===== src/rtl/mem_lsu_pkg.sv =====
// mem_lsu shared types: size encodings, FSM states, RAM base, byte-count helper.
// Imported by mem_lsu and lsu_align.
package mem_lsu_pkg;

   localparam logic [1:0] SZ_B = 2'd0;
   localparam logic [1:0] SZ_H = 2'd1;
   localparam logic [1:0] SZ_W = 2'd2;
   localparam logic [1:0] SZ_D = 2'd3;

   localparam logic [63:0] RAM_BASE = 64'h0000_0000_8000_0000;

   typedef enum logic [1:0] {
      IDLE,
      ACC0,
      ACC1,
      RESP
   } state_t;

   function automatic logic [3:0] size_bytes(input logic [1:0] size);
      logic [3:0] n;
      unique case (size)
         SZ_B:    n = 4'd1;
         SZ_H:    n = 4'd2;
         SZ_W:    n = 4'd4;
         default: n = 4'd8;
      endcase
      return n;
   endfunction

endpackage


===== src/rtl/lsu_align.sv =====
// mem_lsu byte-lane aligner: 128-bit store data/mask build and
// load extraction with sign/zero extension from a two-beat buffer.
module lsu_align
   import mem_lsu_pkg::*;
(
   input  logic [2:0]   off,
   input  logic [1:0]   size,
   input  logic         is_unsigned,
   input  logic [63:0]  wdata,
   input  logic [127:0] rbuf,
   output logic [127:0] wide_data,
   output logic [127:0] wide_mask,
   output logic [63:0]  ldata
);

   logic [5:0]  sh;
   logic [7:0]  lane;
   logic [15:0] bmask;
   logic [63:0] raw;

   assign sh = {off, 3'b000};

   // Store path: shift data into its lanes, build a bit mask from byte lanes.
   always_comb begin
      wide_data = {64'b0, wdata} << sh;
      lane      = 8'hFF >> (4'd8 - size_bytes(size));
      bmask     = {8'b0, lane} << off;
      wide_mask = '0;
      for (int i = 0; i < 16; i++) begin
         wide_mask[i*8 +: 8] = {8{bmask[i]}};
      end
   end

   // Load path: bring the addressed byte to bit 0, then truncate and extend.
   always_comb begin
      raw = 64'(rbuf >> sh);
      unique case (size)
         SZ_B: ldata = is_unsigned ? {56'b0, raw[7:0]}
                                   : {{56{raw[7]}}, raw[7:0]};
         SZ_H: ldata = is_unsigned ? {48'b0, raw[15:0]}
                                   : {{48{raw[15]}}, raw[15:0]};
         SZ_W: ldata = is_unsigned ? {32'b0, raw[31:0]}
                                   : {{32{raw[31]}}, raw[31:0]};
         default: ldata = raw;
      endcase
   end

endmodule


===== src/rtl/mem_lsu.sv =====
// mem_lsu: one-at-a-time load/store unit driving the RAM data port.
// MEM_LSU_SPLIT_EN defined: 8-byte-crossing accesses split into two beats;
// undefined: crossing accesses are rejected with resp_err.
module mem_lsu
   import mem_lsu_pkg::*;
#(
   parameter int XLEN = 64,
   parameter int RD_W = 5
) (
   input  logic            clk,
   input  logic            rst,
   input  logic            req_valid,
   output logic            req_ready,
   input  logic            req_store,
   input  logic [1:0]      req_size,
   input  logic            req_unsigned,
   input  logic [XLEN-1:0] req_addr,
   input  logic [XLEN-1:0] req_wdata,
   input  logic [RD_W-1:0] req_rd,
   output logic            resp_valid,
   input  logic            resp_ready,
   output logic [XLEN-1:0] resp_data,
   output logic [RD_W-1:0] resp_rd,
   output logic            resp_err,
   output logic            dmem_en,
   output logic [XLEN-1:0] dmem_addr,
   input  logic [XLEN-1:0] dmem_rdata,
   output logic [XLEN-1:0] dmem_wdata,
   output logic [XLEN-1:0] dmem_wmask,
   output logic            dmem_wen
);

   state_t state, nxt;

   logic [XLEN-1:0] addr_q;
   logic [XLEN-1:0] wdata_q;
   logic [1:0]      size_q;
   logic            uns_q;
   logic            st_q;
   logic [RD_W-1:0] rd_q;
   logic [63:0]     lo_buf;
   logic [63:0]     hi_buf;

   logic            cross_q;
   logic [XLEN-1:0] base_q;
   logic [127:0]    wide_data;
   logic [127:0]    wide_mask;
   logic [63:0]     ldata;

   assign cross_q = ({1'b0, addr_q[2:0]} + size_bytes(size_q)) > 4'd8;
   assign base_q  = {addr_q[XLEN-1:3], 3'b000};

`ifndef MEM_LSU_SPLIT_EN
   logic cross_req;
   logic unused_hi;
   assign cross_req = ({1'b0, req_addr[2:0]} + size_bytes(req_size)) > 4'd8;
   assign unused_hi = ^{wide_data[127:64], wide_mask[127:64]};
   assign hi_buf    = '0;
`endif

   lsu_align u_align (
      .off         (addr_q[2:0]),
      .size        (size_q),
      .is_unsigned (uns_q),
      .wdata       (wdata_q),
      .rbuf        ({hi_buf, lo_buf}),
      .wide_data   (wide_data),
      .wide_mask   (wide_mask),
      .ldata       (ldata)
   );

   // State register; reset abandons any in-flight request.
   always_ff @(posedge clk) begin
      if (rst) state <= IDLE;
      else     state <= nxt;
   end

   // Request capture and load-beat buffers.
   always_ff @(posedge clk) begin
      if (rst) begin
         addr_q  <= '0;
         wdata_q <= '0;
         size_q  <= SZ_B;
         uns_q   <= 1'b0;
         st_q    <= 1'b0;
         rd_q    <= '0;
         lo_buf  <= '0;
`ifdef MEM_LSU_SPLIT_EN
         hi_buf  <= '0;
`endif
      end else begin
         if (state == IDLE && req_valid) begin
            addr_q  <= req_addr;
            wdata_q <= req_wdata;
            size_q  <= req_size;
            uns_q   <= req_unsigned;
            st_q    <= req_store;
            rd_q    <= req_rd;
         end
         if (state == ACC0 && !st_q) lo_buf <= dmem_rdata;
`ifdef MEM_LSU_SPLIT_EN
         if (state == ACC1 && !st_q) hi_buf <= dmem_rdata;
`endif
      end
   end

   assign req_ready = (state == IDLE);
   assign resp_rd   = rd_q;

   // Next state, RAM port and response outputs.
   always_comb begin
      nxt        = state;
      dmem_en    = 1'b0;
      dmem_wen   = 1'b0;
      dmem_addr  = '0;
      dmem_wdata = '0;
      dmem_wmask = '0;
      resp_valid = 1'b0;
      resp_data  = '0;
      resp_err   = 1'b0;
      case (state)
         IDLE: begin
`ifdef MEM_LSU_SPLIT_EN
            if (req_valid) nxt = ACC0;
`else
            if (req_valid) nxt = cross_req ? RESP : ACC0;
`endif
         end
         ACC0: begin
            dmem_en    = 1'b1;
            dmem_wen   = st_q & ~rst;
            dmem_addr  = base_q;
            dmem_wdata = wide_data[63:0];
            dmem_wmask = wide_mask[63:0];
`ifdef MEM_LSU_SPLIT_EN
            nxt = cross_q ? ACC1 : RESP;
`else
            nxt = RESP;
`endif
         end
`ifdef MEM_LSU_SPLIT_EN
         ACC1: begin
            dmem_en    = 1'b1;
            dmem_wen   = st_q & ~rst;
            dmem_addr  = base_q + 64'd8;
            dmem_wdata = wide_data[127:64];
            dmem_wmask = wide_mask[127:64];
            nxt        = RESP;
         end
`endif
         RESP: begin
            resp_valid = 1'b1;
            resp_data  = st_q ? '0 : ldata;
`ifndef MEM_LSU_SPLIT_EN
            if (cross_q) begin
               resp_err  = 1'b1;
               resp_data = '0;
            end
`endif
            if (resp_ready) nxt = IDLE;
         end
         default: nxt = IDLE;
      endcase
   end

endmodule

===== config.mk =====
export PLATFORM = sky130hd
export DESIGN_NAME = mem_lsu
export DESIGN_NICKNAME = d
export VERILOG_FILES = /design/src/rtl/mem_lsu_pkg.sv /design/src/rtl/lsu_align.sv /design/src/rtl/mem_lsu.sv
export SDC_FILE = /design/constraint.sdc
export NUM_CORES = 1
export LEC_CHECK = 0
export CORE_MARGIN = 3
export CORE_UTILIZATION = 30
export DETAILED_ROUTE_END_ITERATION = 16
export PLACE_DENSITY = 0.67
export SLEW_MARGIN = 5
export SYNTH_ARGS = -nofsm -noshare
export SYNTH_HDL_FRONTEND = slang
export SYNTH_HIERARCHICAL = 1
export SYNTH_SLANG_ARGS = --single-unit

===== constraint.sdc =====
create_clock -name clk -period 3.76 [get_ports clk]
set_input_delay 0.752 -clock clk [delete_from_list [all_inputs] [get_ports clk]]
set_output_delay 0.752 -clock clk [all_outputs]
set_load 0.05 [all_outputs]

### Yosys cells after proc, flatten, opt, wreduce, memory -nomap -nowiden

Index checks and enable logic that the tools add are counted.

* output and inout port bits: 266
* logic and storage cells: 55
* register bits: 203
* input port bits: 205

* order comparisons: 2
* bitwise gates (word level): 2
* equal/unequal tests: 8
* multiplexer cells: 21
* shift operators: 4
* add/subtract/negate cells: 3
* reductions and logical operators: 7

Operators with widths (number)
* two-way mux 64 bit: 9
* case mux 64 bit (3 select lines): 1
* left shift 64 x 6 -> 64 bit: 1
* right shift 64 x 6 -> 64 bit: 1
* case mux 4 bit (3 select lines): 2
* adder 3 x 4 -> 4 bit: 2
* greater-than comparator 4 bit (second input constant): 2
* left shift 8 x 3 -> 8 bit: 1
* right shift 8 x 4 -> 8 bit (first input constant): 1
* equality test 2 x 1 -> 1 bit (second input constant): 3
* equality test 2 bit (second input constant): 3
* zero test 2 bit: 3
* two-way mux 2 bit: 3
* case mux 2 bit (3 select lines): 1
* two-way mux 1 bit: 5
* inequality test 2 bit (second input constant): 2
* subtractor 4 bit (first input constant): 1
* logical AND 1 bit: 2
* AND reduction 2 bit: 1
* AND 1 bit: 1
* zero test 1 bit: 1
* NOT 1 bit: 1

### Logic depth before layout (Yosys ltp)

* word-level depth: 7
* depth in mapped cells: 10
* depth with buffers taken out: 6

### Cells and area by module

Netlist, hierarchy kept.

By module, submodules not included
* mem_lsu: cells each 1286, seq. area each 4063.9 um^2, area each 9773.1 um^2, instances 1
* lsu_align: cells each 804, seq. area each 0.0 um^2, area each 6795.3 um^2, instances 1

### Worst setup path before layout

OpenSTA, ideal clock, no wires.

* path kind: reg2out
* from: reg size_q[0]
* to: out resp_data[13]
* arrival: 2.670 ns
* path buffers: 2
* stages on the path, launching flop included: 9
* required time: 3.008 ns
* slack: 0.338 ns
* cells stage by stage: dfxtp_1 -> nor2_1 -> ha_1 -> fa_1 -> xor2_1 -> o32a_1 -> buf_4 -> buf_6 -> a21oi_1

* cells in the longest elaborated chain, start to end: 6
* elaborated cells on any way between the ends: 10
* classes of those cells: add/sub: 1; order compare: 1; eq/ne: 2; mux: 5; reduce/logical: 1

Ends and longest elaborated chain
* start: declaration: line mem_lsu.sv:37 `logic [1:0] size_q;`
* start signal: assignment: line mem_lsu.sv:95 `size_q <= req_size;`
* equality test 2 bit (tied with other cells): line mem_lsu_pkg.sv:21, lsu_align.sv:37
* case mux 4 bit (3 select lines): line mem_lsu_pkg.sv:21 `unique case (size)`
* adder 3 x 4 -> 4 bit: line mem_lsu.sv:50 `assign cross_q = ({1'b0, addr_q[2:0]} + size_bytes(size_q)) > 4'd8;`
* greater-than comparator 4 bit: line mem_lsu.sv:50
* two-way mux 64 bit (*): line mem_lsu.sv:155 `if (cross_q) begin`
* two-way mux 64 bit (*): line mem_lsu.sv:121 `case (state)`
* end: declaration: line mem_lsu.sv:22 `output logic [XLEN-1:0] resp_data,`

Mark *: on every way between the ends. The rest lies on a longest branch, timed or not.

### Final worst setup path

* from: reg addr_q[1]
* to: out resp_data[41]

* cells in the longest elaborated chain, start to end: 6
* elaborated cells on any way between the ends: 10
* classes of those cells: add/sub: 1; order compare: 1; shift: 1; mux: 7

Ends and longest elaborated chain
* start: declaration: line mem_lsu.sv:35 `logic [XLEN-1:0] addr_q;`
* start signal: assignment: line mem_lsu.sv:93 `addr_q <= req_addr;`
* right shift 64 x 6 -> 64 bit (*): line lsu_align.sv:36 `raw = 64'(rbuf >> sh);`
* two-way mux 64 bit (on tied branches): line lsu_align.sv:42, lsu_align.sv:38, lsu_align.sv:40
* case mux 64 bit (3 select lines) (*): line lsu_align.sv:37 `unique case (size)`
* net ldata[41]: line mem_lsu.sv:48 `logic [63:0] ldata;`
* two-way mux 64 bit (*): line mem_lsu.sv:153 `resp_data = st_q ? '0 : ldata;`
* two-way mux 64 bit (*): line mem_lsu.sv:155
* two-way mux 64 bit (*): line mem_lsu.sv:121

Mark *: on every way through the listed nets, which the timed path passes. The rest lies on a longest branch.

==> results.toml <==
[route]
dr.pass1.iters = 5
first_iter_violations = 1391
wire_per_inst_um = 19.02
vias_per_cell = 5.081
drc = 0
routed_wl_um = 58340
num_vias = 15590
ant_nets = 0

[clock_tree]
clock_latency_ns = 0.53
cts_buffers = 24
clock_sinks = 203
clkTransAtPathRegs_ns = 0.06
cts_tree = "built"
cts_root_buffer = "clkbuf_16"
cts.path.max_buffers = 3
htreeDepth = 1

[setup_path]
cp_slowest_cell = "mux4_2"
crit_required_ns = 3.01
rrSetupSlack_ns = 1.23
rr_startpoint = "state[1]"
r2r_end = "addr_q[38]"
worstSetupPathType = "reg -> out"
cp-start-kind = "flop"
critPathLaunch = "addr_q[1]"
path_cells = "buf_12, mux4_2, a22oi_1, nand4_1, nand3b_1, a21oi_2, buf_4"
rr_worst_depth = 4
worstSetupEndpointType = "primary output"
cp_max_fo = 60
endpoint = "resp_data[41]"
slowest_delay_ns = 0.60
crit_arrival_ns = 2.91

[timing]
fmax_ghz = 0.2732
worstMarginPinSlew_ns = 1.017
layout_min_cycle_time_ns = 3.661
setup_tns_ns = 0
period_share_pct = 97.35
fin_skew_ns = 0.02513
finalMaxSlewViolations = 0
hold_viol = 0
whs_ns = 0.4485
setup_violations = 0
grt_setup_unrepaired = "true"
relSlewSlack_pct = 32.22

[place]
port_buffers = 467
placed_area_sq_um = 20760
gp_congestion = 0.9736
placed_cells = 3016
hpwl_um = 43540

[pwr]
p_leak_nw = 8.679
ir_worst_vdd_mv = 0.3306
power.density_nw_per_um2 = 393.4

[floorplanning]
io_pins = 471
core_area_sq_um = 50580
die_h_um = 233.0
die_w_um = 233.0
num_rows = 82
initial_utilization_pct = 30.57
die_area_sq_um = 54300

[grt]
grt_max_degree = 131
antenna_found_initial = 4
groute.usage.overall_pct = 20.14
grt_pass1_wl_um = 86350
grt_pass1_vias = 14750
grt_overflow = 0

[cells_and_area]
final_util_pct = 43.25
final_layout_size_suffix_gt1_share_pct = 18.04
fin_cells = 3068
area_growth_pct = 41.47
final_nets = 2591
finalInstanceArea_sq_um = 21870

[synthesis]
synth_cells = 1924
syn_avg_cell_area_sq_um = 8.037
netlist_area_sq_um = 15460
ys_warn_count = 6

[flow_run]
maxCapViolCount = 0

[status]
status = "completed"

[worst_hold_path]
hold_class = "reg -> reg"
## sequential cells by signal (all words and copies together) (netlist names)
register / flops
st_q: 1
addr_q: 64
lo_buf: 64
state: 2
resp_rd: 5
size_q: 2
uns_q: 1
wdata_q: 64
## where the power goes
part | switching [mW] | leakage, nW | total (mW) | internal (mW)
Sequential | 0.256 | 1.66 | 2.64 | 2.38
Clock | 0.943 | 0.407 | 2.43 | 1.48
Combinational | 2.16 | 6.61 | 3.54 | 1.38
## per-layer routing
metal | vias to the layer above | global-route usage, % | routed length [um]
met5 | - | 0 | 45
met4 | 6 | 4.503 | 1102
met3 | 74 | 4.518 | 5545
met2 | 694 | 32.73 | 27130
met1 | 7449 | 27.27 | 24530
li1 | 7366 | - | -
## worst min path at each step
stage	from	to	slack, ns	depth (start not counted)
final	addr_q[42]	addr_q[42]	0.45	2
after global routing	addr_q[11]	addr_q[11]	0.46	2
after CTS	addr_q[42]	addr_q[42]	0.45	2
after detailed placement	addr_q[42]	addr_q[42]	0.44	2
after global placement	addr_q[18]	addr_q[18]	0.44	2
after floorplan	addr_q[10]	addr_q[10]	0.43	2
## final cells by class
class	instances	area [sq um]
Timing Repair Buffer	512	5513
Inverter	4	15.01
Antenna cell	1	2.502
Clock buffer	35	733.2
Clock inverter	8	96.34
Fill cell	5000	28710
Tap cell	672	840.8
Multi-Input combinational cell	1633	10590
Sequential cell	203	4080
## placed cells by master (no fill, tap or decap), types with 18 or more instances in the layout
master and count:
clkdlybuf4s50_1 281, and2_1 198, mux2i_1 78, nand2_1 454, mux2_1 20, buf_4 147
buf_12 70, nand4_1 32, a21oi_1 245, dfxtp_1 198, conb_1 178, a21oi_2 38
mux4_2 90, clkbuf_16 26, o21ai_1 27, o211ai_1 18, a22oi_1 27, nor2_1 41
nand3b_1 65
## stage by stage
stage          setup slack, ns  power [mW]
2_1_floorplan           0.3384       5.116
3_3_place_gp            0.3084       6.069
3_5_place_dp            0.2586       6.120
4_1_cts               0.001672       8.610
5_1_grt               -0.01951       9.044
6_report               0.09947       8.606
## critical path: cells and delay by family (launching register included)
family	cells	cell delay, ns
and+or+nand+nor	2	0.27
AOI/OAI and AO/OA	2	0.40
buffers and inverters	2	0.52
muxes	1	0.60
DFF	1	0.52
## repair_timing
item / 4_1_cts / 5_1_grt
endpoints found under the setup margin: 71 / 70
cloned: 2 / 2
gates resized for setup: 14 / 35
pin swaps: 2 / 2
hold buffers: 0 / 0
buffers inserted: 1 / 3
Note: power is estimated with default switching activity, not from simulation.
